## config.mk

```make
export PLATFORM = sky130hd
export DESIGN_NAME = cordic_engine_iter
export DESIGN_NICKNAME = d
export VERILOG_FILES = /design/src/rtl/cordic_engine_iter.sv
export SDC_FILE = /design/constraint.sdc
export NUM_CORES = 1
export LEC_CHECK = 0
export ABC_AREA = 1
export CORE_MARGIN = 3
export CORE_UTILIZATION = 40
export CTS_BUF_LIST = sky130_fd_sc_hd__clkbuf_2
export CTS_CLUSTER_DIAMETER = 200
export DETAILED_ROUTE_END_ITERATION = 6
export SLEW_MARGIN = 20
export SYNTH_ARGS = -nofsm -noshare
export SYNTH_HDL_FRONTEND = slang
export SYNTH_SLANG_ARGS = --single-unit
```

## constraint.sdc

```tcl
create_clock -name clk -period 14.9 [get_ports clk]
set_input_delay 2.98 -clock clk [delete_from_list [all_inputs] [get_ports clk]]
set_output_delay 2.98 -clock clk [all_outputs]
set_load 0.05 [all_outputs]
```

## src/rtl/cordic_engine_iter.sv

```systemverilog
// Iterative fixed-point CORDIC engine: one micro-rotation per clock, quadrant
// pre-rotation up front, results saturated to WIDTH bits and registered with done.
module cordic_engine_iter #(
  parameter int WIDTH      = 32,
  parameter int FRAC       = 29,
  parameter int ITERATIONS = 24
) (
  input  logic             clk,
  input  logic             reset_n,
  input  logic             start,
  input  logic             mode,
  input  logic [WIDTH-1:0] x_in,
  input  logic [WIDTH-1:0] y_in,
  input  logic [WIDTH-1:0] z_in,
  output logic [WIDTH-1:0] x_out,
  output logic [WIDTH-1:0] y_out,
  output logic [WIDTH-1:0] z_out,
  output logic             busy,
  output logic             done,
  output logic             sat
);

  localparam int DW = WIDTH + 2;
  localparam int SH = 30 - FRAC;
  localparam logic [4:0] LAST = 5'(ITERATIONS - 1);

  // pi/2 in Q.60, rounded half-up to FRAC bits
  localparam logic [63:0] HPI_Q60 = 64'h1921FB54442D1846;
  localparam logic [63:0] HPI_R   = (HPI_Q60 + (64'd1 << (59 - FRAC))) >> (60 - FRAC);
  localparam logic signed [DW-1:0] HPI = $signed(HPI_R[DW-1:0]);

  typedef enum logic [1:0] {IDLE, PRE, ITER, POST} state_e;

  state_e                state_q;
  logic signed [DW-1:0]  x_q, y_q, z_q;
  logic [4:0]            it_q;
  logic                  mode_q;
  logic [WIDTH-1:0]      xo_q, yo_q, zo_q;
  logic                  busy_q, done_q, sat_q;

  logic signed [DW-1:0]  xp, yp, zp, xn, yn, zn, sh_x, sh_y, ang;
  logic                  dpos, accept;
  logic [WIDTH:0]        sx, sy, sz;

  // atan(2^-i) in Q2.30, rounded, then rescaled to FRAC with round-half-up
  function automatic logic signed [DW-1:0] atan_lut(input logic [4:0] i);
    logic [31:0] t;
    logic [32:0] r;
    case (i)
      5'd0:    t = 32'h3243F6A9;
      5'd1:    t = 32'h1DAC6705;
      5'd2:    t = 32'h0FADBAFD;
      5'd3:    t = 32'h07F56EA7;
      5'd4:    t = 32'h03FEAB77;
      5'd5:    t = 32'h01FFD55C;
      5'd6:    t = 32'h00FFFAAB;
      5'd7:    t = 32'h007FFF55;
      5'd8:    t = 32'h003FFFEB;
      5'd9:    t = 32'h001FFFFD;
      5'd10:   t = 32'h00100000;
      5'd11:   t = 32'h00080000;
      5'd31:   t = 32'h00000000;
      default: t = 32'd1 << (5'd30 - i);
    endcase
    r = {1'b0, t} + (33'd1 << (SH - 1));
    return DW'(r >> SH);
  endfunction

  // {overflow, clamped value}; in range when the three top bits agree
  function automatic logic [WIDTH:0] satw(input logic signed [DW-1:0] v);
    if (v[DW-1:WIDTH-1] == {3{v[DW-1]}}) return {1'b0, v[WIDTH-1:0]};
    else if (v[DW-1])                    return {2'b11, {(WIDTH-1){1'b0}}};
    else                                 return {2'b10, {(WIDTH-1){1'b1}}};
  endfunction

  always_comb begin
    xp = x_q;
    yp = y_q;
    zp = z_q;
    if (!mode_q) begin
      if (z_q > HPI) begin
        xp = -y_q; yp = x_q;  zp = z_q - HPI;
      end else if (z_q < -HPI) begin
        xp = y_q;  yp = -x_q; zp = z_q + HPI;
      end
    end else if (x_q[DW-1]) begin
      if (!y_q[DW-1]) begin
        xp = y_q;  yp = -x_q; zp = z_q + HPI;
      end else begin
        xp = -y_q; yp = x_q;  zp = z_q - HPI;
      end
    end
  end

  always_comb begin
    sh_x = x_q >>> it_q;
    sh_y = y_q >>> it_q;
    ang  = atan_lut(it_q);
    dpos = mode_q ? y_q[DW-1] : ~z_q[DW-1];
    if (dpos) begin
      xn = x_q - sh_y; yn = y_q + sh_x; zn = z_q - ang;
    end else begin
      xn = x_q + sh_y; yn = y_q - sh_x; zn = z_q + ang;
    end
    sx = satw(xn);
    sy = satw(yn);
    sz = satw(zn);
  end

  // POST is the done cycle, so a start there is taken like one in IDLE
  assign accept = start && (state_q == IDLE || state_q == POST);

  always_ff @(posedge clk or negedge reset_n) begin
    if (!reset_n) begin
      state_q <= IDLE;
      x_q     <= '0;
      y_q     <= '0;
      z_q     <= '0;
      it_q    <= '0;
      mode_q  <= 1'b0;
      xo_q    <= '0;
      yo_q    <= '0;
      zo_q    <= '0;
      busy_q  <= 1'b0;
      done_q  <= 1'b0;
      sat_q   <= 1'b0;
    end else begin
      done_q <= 1'b0;
      if (accept) begin
        x_q     <= {{2{x_in[WIDTH-1]}}, x_in};
        y_q     <= {{2{y_in[WIDTH-1]}}, y_in};
        z_q     <= {{2{z_in[WIDTH-1]}}, z_in};
        mode_q  <= mode;
        busy_q  <= 1'b1;
        sat_q   <= 1'b0;
        state_q <= PRE;
      end else begin
        case (state_q)
          PRE: begin
            x_q     <= xp;
            y_q     <= yp;
            z_q     <= zp;
            it_q    <= '0;
            state_q <= ITER;
          end
          ITER: begin
            x_q  <= xn;
            y_q  <= yn;
            z_q  <= zn;
            it_q <= it_q + 5'd1;
            // final micro-rotation feeds the saturating output registers directly
            if (it_q == LAST) begin
              xo_q    <= sx[WIDTH-1:0];
              yo_q    <= sy[WIDTH-1:0];
              zo_q    <= sz[WIDTH-1:0];
              sat_q   <= sx[WIDTH] | sy[WIDTH] | sz[WIDTH];
              done_q  <= 1'b1;
              busy_q  <= 1'b0;
              state_q <= POST;
            end
          end
          POST:    state_q <= IDLE;
          default: state_q <= IDLE;
        endcase
      end
    end
  end

  assign x_out = xo_q;
  assign y_out = yo_q;
  assign z_out = zo_q;
  assign busy  = busy_q;
  assign done  = done_q;
  assign sat   = sat_q;

endmodule

```

## Word level (Yosys, flattened, before mapping)

Index checks and enable logic that the tools add are counted.

| cells by class | value |
|---|---|
| mux-type cells | 45 |
| reductions and logical operators | 13 |
| magnitude comparators | 2 |
| $add $sub $neg | 13 |
| equal/unequal tests | 22 |
| bitwise logic cells | 4 |
| shift-type cells | 3 |

Operators with widths:

| kind | count |
|---|---|
| 34-bit 2-to-1 mux | 21 |
| 32-bit case mux with 13 select lines | 1 |
| 34-bit case mux with 2 select lines | 3 |
| 33-bit 2-to-1 mux | 3 |
| 32-bit 2-to-1 mux | 3 |
| 34-bit adder | 2 |
| 34-bit negation | 2 |
| 34-bit by 5-bit >>> shifter with 34-bit output | 2 |
| 34-bit subtractor | 2 |
| 34-bit by 31-bit adder with 34-bit output (second input constant) | 1 |
| 34-bit by 33-bit adder with 34-bit output | 1 |
| 34-bit by 31-bit > comparator with 1-bit output (second input constant) | 1 |
| 34-bit by 31-bit < comparator with 1-bit output (second input constant) | 1 |
| 34-bit by 31-bit subtractor with 34-bit output (second input constant) | 1 |
| 34-bit by 33-bit subtractor with 34-bit output | 1 |
| 32-bit by 1-bit adder with 33-bit output (second input constant) | 1 |
| 1-bit by 5-bit left shift with 32-bit output (first input constant) | 1 |
| 5-bit by 3-bit equality test with 1-bit output (second input constant) | 4 |
| 5-bit by 4-bit equality test with 1-bit output (second input constant) | 4 |
| 5-bit by 2-bit equality test with 1-bit output (second input constant) | 2 |
| 5-bit equality test (second input constant) | 2 |
| 1-bit 2-to-1 mux | 10 |
| 5-bit case mux with 2 select lines | 1 |
| 2-bit equality test | 3 |
| other kinds (20) | 29 |

| storage, ports and cells | value |
|---|---|
| bits of input ports | 100 |
| output and inout bits | 99 |
| word-level logic and storage cells | 115 |
| register bits after elaboration | 209 |

## Logic depth before layout (Yosys ltp)

Gate-level depths: netlist (run 1).

| depth | value |
|---|---|
| word-level depth | 12 |
| mapped depth | 49 |

## Worst setup path before layout (run 1)

No wires, ideal clock.

| timing | value |
|---|---|
| path type | flip-flop to flip-flop |
| from | register it_q[1] |
| to | register zo_q[10] (netlist: z_out[10]) |
| path buffers | 5 |
| data required time | 14.827 ns |
| stages on the path, launching flop included | 44 |
| path slack | 8.840 ns |
| arrival | 5.986 ns |
| cells stage by stage | dfrtp_1 > buf_2 > inv_2 > buf_2 > buf_1 > ha_1 > inv_1 > nor2_1 > nand2_2 > nand2_1 > nor2_4 > buf_6 > nand2_1 > nand3_1 > nand2_1 > inv_2 > ha_1 > inv_1 > [8 not listed] > nor2_1 > nand2_1 > nand2_1 > xor2_1 > ha_1 > a21oi_1 > inv_1 > a21oi_1 > a21boi_0 > o21ai_0 > a21oi_1 > o21ai_0 > nand2_1 > nand2_1 > o211ai_2 > buf_2 > nand2_1 > a21oi_2 |

| on the way | value |
|---|---|
| longest elaborated chain between the ends | 8 |
| elaborated cells on any way between the ends | 25 |
| those cells by class | add/sub: 4; eq/ne: 14; shift: 1; mux: 4; reduce/logical: 2 |

RTL lines:

| item | RTL line | source |
|---|---|---|
| start, declared | 36 | `logic [4:0] it_q;` |
| start signal, assigned | 150 | `it_q <= it_q + 5'd1;` |
| 5-bit subtractor | 63 | `default: t = 32'd1 << (5'd30 - i);` |
| 1-bit by 5-bit left shift with 32-bit output | 63 |  |
| 32-bit case mux with 13 select lines | 49 | `case (i)` |
| 32-bit by 1-bit adder with 33-bit output | 65 | `r = {1'b0, t} + (33'd1 << (SH - 1));` |
| 34-bit by 33-bit adder with 34-bit output / 34-bit by 33-bit subtractor with 34-bit output (equally long branches) | 103, 101 |  |
| 34-bit 2-to-1 mux | 100 | `if (dpos) begin` |
| 2-bit equality test / 32-bit 2-to-1 mux (equally long branches) | 71, 72 |  |
| 33-bit 2-to-1 mux | 71 | `if (v[DW-1:WIDTH-1] == {3{v[DW-1]}}) return {1'b0, v[WIDTH-1:0]};` |
| end signal, assigned | 155 | `zo_q <= sz[WIDTH-1:0];` |
| end, declared | 38 | `logic [WIDTH-1:0] xo_q, yo_q, zo_q;` |

Several ways; a longest one is shown, not always the timed one.
A chain may end at the register's enable or synchronous reset.

## Worst setup path after layout (run 1)

| timing | value |
|---|---|
| from | register it_q[0] |
| to | register zo_q[0] (netlist: z_out[0]) |

Same word-level chain as after synthesis.

==> flow_metrics.env, run 1 <==
export IMPL_worstMarginPinSlew_ns=1.19
export IMPL_cp_common_cell="nand2_1"
export IMPL_root_buffer="clkbuf_2"
export IMPL_rsz0062_at_grt="no"
export IMPL_start_util_pct=40.7
export IMPL_maxCapViolations=0
export IMPL_hpwl_microns=90700
export IMPL_antenna_found_initial=11
export IMPL_final_common_cell="nand2_1"
export IMPL_drt_initial_drc_count=3842
export IMPL_fmax_mhz=120
export IMPL_synth_cell_types=63
export IMPL_clkSlewWorstSetupHoldPaths_ns=0.11
export IMPL_die_h_microns=263
export IMPL_cts_resized_gates=0
export IMPL_grt_pass1_vias=28000
export IMPL_place_congestion=0.998
export IMPL_drc_errors=5
export IMPL_io_buffers=198
export IMPL_wl_microns=118000
export IMPL_min_path_type="register to register"
export IMPL_critical_path_class="register to register"
export IMPL_yosys_warnings=0
export IMPL_worst_slack_ns=6.58
export IMPL_whs_path_depth=2
export IMPL_crit_path_end_kind="register"
export IMPL_whs_endpoint="z_out[31]$_DFFE_PN0P_"
export IMPL_synth_edf_count=0
export IMPL_ff2ff_path_depth=41
export IMPL_synth_avg_cell_area_sq_um=6.13
export IMPL_postCtsHoldBufs=0
export IMPL_cts_tree="yes"
export IMPL_grt_overflow_total=0
export IMPL_final_cell_mix="1119 x nand2_1, 455 x nor2_1, 394 x inv_1"
export IMPL_finalHoldViolCount=0
export IMPL_slew_headroom_pct=20.6
export IMPL_min_period_ns=8.32
export IMPL_synth_nets=4541
export IMPL_ff2ff_setup_slack_ns=6.58
export IMPL_num_vias=30900
export IMPL_cp_max_fo=66
export IMPL_async_flop_share_pct=100
export IMPL_grt_total_usage_pct=32.6
export IMPL_cts_buffers=67
export IMPL_antenna_left=0
export IMPL_core_sq_um=65000
export IMPL_avgRoutedWirePerCell_microns=22.1
export IMPL_synth_flop_cell="dfrtp_1"
export IMPL_finalCritPeriodShare_pct=55.8
export IMPL_slowest_stage="dfrtp_4"
export IMPL_maxSlewViolCount=0
export IMPL_worstHoldStart="z_out[31]$_DFFE_PN0P_"
export IMPL_fp_dieW_microns=263
export IMPL_dr_pass1_iters=7
export IMPL_cp_start_kind="register"
export IMPL_cp_slowest_stage_delay_ns=0.82
export IMPL_post_place_ws_ns=6.85
export IMPL_die_area_sq_um=69400
export IMPL_instances_no_fill=5323
export IMPL_htreeDepth=3
export IMPL_synth_seq_cells=209
export IMPL_cts_buffer_depth=3
export IMPL_cts_sinks=209
export IMPL_post_cts_buffers=0
export IMPL_vias_per_cell=5.81
export IMPL_postSynthCellCount=4321
export IMPL_worstReg2RegEnd="z_out[0]$_DFFE_PN0P_"
export IMPL_synth_area_sq_um=26500
export IMPL_worst_skew_pair_late_latency_ns=1.09
export IMPL_grt_pass1_wl_microns=176000
export IMPL_fp_row_count=93
export IMPL_violations="DRC"
export IMPL_outcome="finished, violations left"
export IMPL_grt_max_degree=96
export IMPL_tns_ns=0
export IMPL_timing_rr_start="it_q[0]$_DFFE_PN0P_"
export IMPL_worstPathArrival_ns=9.19
export IMPL_hold_slack_ns=0.515
export IMPL_num_nets_final=4638
export IMPL_required_ns=15.77
export IMPL_drive_gt1_share_pct=6.74
export IMPL_place_inst=5204
export IMPL_seq_area_frac_synth_pct=19.7
export IMPL_timing_final_setup_violations=0
export IMPL_area_growth_pct=11.6
export IMPL_pin_count=199
export IMPL_startpoint="it_q[0]$_DFFE_PN0P_"
export IMPL_clock_skew_final_ns=0.106
[worst max-delay path: cells and delay by family, from the launching register on]
kind / cells / cell delay [ns]
xor+xnor: 1 / 0.29
flops: 1 / 0.82
buf+inv: 7 / 1.42
simple gates: 23 / 3.49
compound gates: 7 / 1.21
fa+ha+maj: 3 / 0.81
[worst max path at each step]
stage	endpoint	slack (ns)
3_3_place_gp	z_out[0]$_DFFE_PN0P_	6.94
4_1_cts	z_out[0]$_DFFE_PN0P_	6.80
2_1_floorplan	z_out[10]$_DFFE_PN0P_	8.84
3_5_place_dp	z_out[0]$_DFFE_PN0P_	6.85
6_report	z_out[0]$_DFFE_PN0P_	6.58
5_1_grt	z_out[0]$_DFFE_PN0P_	5.88
[layer usage]
| layer | GRT usage (%) | wire length (microns) | up-vias |
|---|---|---|---|
| li1 | - | - | 14700 |
| met2 | 45.3 | 47000 | 1536 |
| met5 | 0 | 39 | - |
| met1 | 49.0 | 54200 | 14500 |
| met4 | 10.5 | 3660 | 6 |
| met3 | 7.79 | 12800 | 230 |
[sequential cells by signal, summed over array words and instances (netlist names)]
| signal | cells |
|---|---|
| y_out | 32 |
| x_q | 34 |
| state_q | 2 |
| y_q | 34 |
| busy | 1 |
| z_q | 34 |
| sat | 1 |
| it_q | 5 |
| x_out | 32 |
| z_out | 32 |
| done | 1 |
| mode_q | 1 |
[per-stage QoR]
stage          utilization, %  instance area, sq um
2_1_floorplan               -                 26500
3_3_place_gp             44.5                 28900
3_5_place_dp             44.5                 28900
4_1_cts                  45.4                 29500
5_1_grt                  45.4                 29600
6_report                 45.4                 29600
[synthesized netlist by cell type (all sizes together) (8+ instances only)]
library cell     n  share of area [%]
mux2i           20               0.76
nor3            37               0.70
nand2         1152                 17
dfrtp          209                 20
o211ai          48                1.4
xor2           200                6.6
xnor2           60                2.0
nand4           39               0.92
ha             117                5.5
o22ai           37               0.87
nor4            19               0.47
a21boi          11               0.31
a22oi            8               0.23
nor2           487                7.6
o21a             8               0.23
a221oi          11               0.36
inv            411                5.8
o221ai          13               0.43
o21ai          406                7.7
a31oi           44                1.0
clkbuf         107                1.5
nand3          300                5.9
o31ai           25               0.71
or2             34               0.80
a21oi          322                6.5
o2111ai         52                1.7
buf             97                2.0
[logic make-up after synthesis]
| group | synth area share [%] |
|---|---|
| XOR/XNOR | 8.59 |
| buffers and inverters | 9.36 |
| AO/OA/AOI/OAI | 22.3 |
| multiplexers | 0.756 |
| flip-flops | 19.7 |
| AND/OR/NAND/NOR | 33.5 |
| adder cells (fa/ha/maj) | 5.75 |
[area by class of cell]
type,instances,area (sq um)
clock inverters,20,140
diodes,5,12.5
flip-flops and latches,209,5240
inverters,416,1560
repair buffers,232,2240
fillers,7150,35500
multi-input cells,3492,18800
clock buffers,94,470
well taps,855,1070
Power of run 1 is not shown: default switching activity piles up to over one toggle a cycle in this logic, so the estimate is an artifact.
==> run 2, diff against run 1 <==
==> constraint.sdc (replaced) <==
create_clock -name clk -period 7 [get_ports clk]
set_input_delay 1.4 -clock clk [delete_from_list [all_inputs] [get_ports clk]]
set_output_delay 1.4 -clock clk [all_outputs]
set_load 0.05 [all_outputs]
==> flow_metrics.env, run 2 (synthesized netlist as in run 1, its figures left out) <==
export IMPL_outcome="finished, violations left"
export IMPL_violations="DRC"
export IMPL_hpwl_microns=93100
export IMPL_cts_tree="yes"
export IMPL_dr_pass1_iters=7
export IMPL_io_buffers=198
export IMPL_num_vias=31100
export IMPL_grt_pass1_vias=28200
export IMPL_worstPathArrival_ns=7.36
export IMPL_clock_skew_final_ns=0.169
export IMPL_place_congestion=0.999
export IMPL_grt_overflow_total=0
export IMPL_grt_max_degree=134
export IMPL_fp_dieW_microns=263
export IMPL_cts_buffer_depth=3
export IMPL_drive_gt1_share_pct=8.62
export IMPL_timing_final_setup_violations=0
export IMPL_cp_max_fo=67
export IMPL_maxCapViolations=0
export IMPL_htreeDepth=3
export IMPL_worst_slack_ns=0.541
export IMPL_cp_slowest_stage_delay_ns=0.53
export IMPL_post_place_ws_ns=0.0623
export IMPL_final_common_cell="nand2_1"
export IMPL_final_cell_mix="1117 x nand2_1, 445 x nor2_1, 392 x inv_1"
export IMPL_maxSlewViolCount=0
export IMPL_cp_common_cell="nand2_1"
export IMPL_cts_sinks=209
export IMPL_timing_rr_start="it_q[0]$_DFFE_PN0P_"
export IMPL_cts_buffers=66
export IMPL_finalCritPeriodShare_pct=92.3
export IMPL_vias_per_cell=5.78
export IMPL_hold_slack_ns=0.255
export IMPL_antenna_left=0
export IMPL_drt_initial_drc_count=3822
export IMPL_min_period_ns=6.46
export IMPL_worst_skew_pair_late_latency_ns=1.12
export IMPL_grt_pass1_wl_microns=180000
export IMPL_pin_count=199
export IMPL_area_growth_pct=14.2
export IMPL_grt_total_usage_pct=33.4
export IMPL_startpoint="it_q[0]$_DFFE_PN0P_"
export IMPL_reg_largest_list="x_q x34, y_q x34, z_q x34"
export IMPL_finalHoldViolCount=0
export IMPL_core_sq_um=65000
export IMPL_slew_headroom_pct=27.3
export IMPL_critical_path_class="register to register"
export IMPL_slowest_stage="dfrtp_4"
export IMPL_required_ns=7.90
export IMPL_avgRoutedWirePerCell_microns=22.3
export IMPL_drc_errors=3
export IMPL_cp_start_kind="register"
export IMPL_fillers=7057
export IMPL_num_nets_final=4700
export IMPL_worstMarginPinSlew_ns=1.09
export IMPL_min_path_type="input port to async pin"
export IMPL_wl_microns=120000
export IMPL_clkSlewWorstSetupHoldPaths_ns=0.10
export IMPL_crit_path_end_kind="register"
export IMPL_start_util_pct=40.7
export IMPL_die_h_microns=263
export IMPL_die_area_sq_um=69400
export IMPL_fp_row_count=93
export IMPL_antenna_found_initial=2
export IMPL_post_route_util_pct=46.5
export IMPL_root_buffer="clkbuf_2"
export IMPL_fmax_mhz=155
run 2: changes by cell type in the layout (fill, tap and decap cells not counted), sizes merged:
| cell | change |
|---|---|
| clkinvlp | +3 |
| bufinv | -1 |
| clkbuf | -3 |
| buf | +62 |
| inv | -5 |
| diode | -3 |
| clkinv | +4 |
run 2: layout make-up:
type | instances | area, sq um | area share [%]
clock inverter | 20 | 131 | 0.434
timing repair buffer | 294 | 2810 | 9.27
sequential | 209 | 5240 | 17.3
clock buffer | 91 | 455 | 1.51
antenna | 2 | 5.00 | 0.0165
multi-input combinational | 3492 | 19000 | 62.7
inverter | 416 | 1580 | 5.23
tap | 855 | 1070 | 3.54
timing repair inverter | 1 | 7.51 | 0.0248
run 2: repair_timing:
item                                    in CTS  in global routing
hold buffers                                 0                  0
endpoints found under the setup margin       0                104
resized for setup                            0                 54
setup buffers                                0                 21
run 2: critical path: cells and delay by family, from the launching register on:
kind | cells | cell delay (ns)
adders and majority gates | 2 | 0.54
AOI/OAI and AO/OA | 8 | 1.56
buffers and inverters | 5 | 0.97
xor gates and xnor gates | 2 | 0.53
DFF | 1 | 0.53
and+or+nand+nor | 16 | 2.10
run 2: routing by layer:
metal / wire length, microns / GRT usage [%] / share of wire [%] / up-vias
li1: - / - / - / 14800
met1: 55500 / 50.1 / 46 / 14500
met2: 47100 / 45.7 / 39 / 1585
met3: 13400 / 8.50 / 11 / 213
met4: 4040 / 11.4 / 3.4 / 0
met5: 0 / 0 / 0 / -
run 2: worst paths after layout:
path | endpoint | slack [ns] | cells after the start
min | y_q[10]$_DFFE_PN0P_ | 0.25 | 1
min reg2reg | x_out[31]$_DFFE_PN0P_ | 0.51 | 2
max | x_out[16]$_DFFE_PN0P_ | 0.54 | 33
max reg2reg | x_out[16]$_DFFE_PN0P_ | 0.54 | 33
min in group clk | x_out[31]$_DFFE_PN0P_ | 0.51 | 2
max in group asynchronous | x_out[11]$_DFFE_PN0P_ | 5.37 | 2
run 2: through the flow:
stage	cell area, sq um	std cells	setup TNS [ns]
after floorplan	26500	4321	0
after global placement	29300	5245	0
after detailed placement	29300	5245	0
after CTS	29900	5356	0
after global routing	30300	5379	-0.120
final	30300	5380	0
Power of run 2 is left out for the same reason.
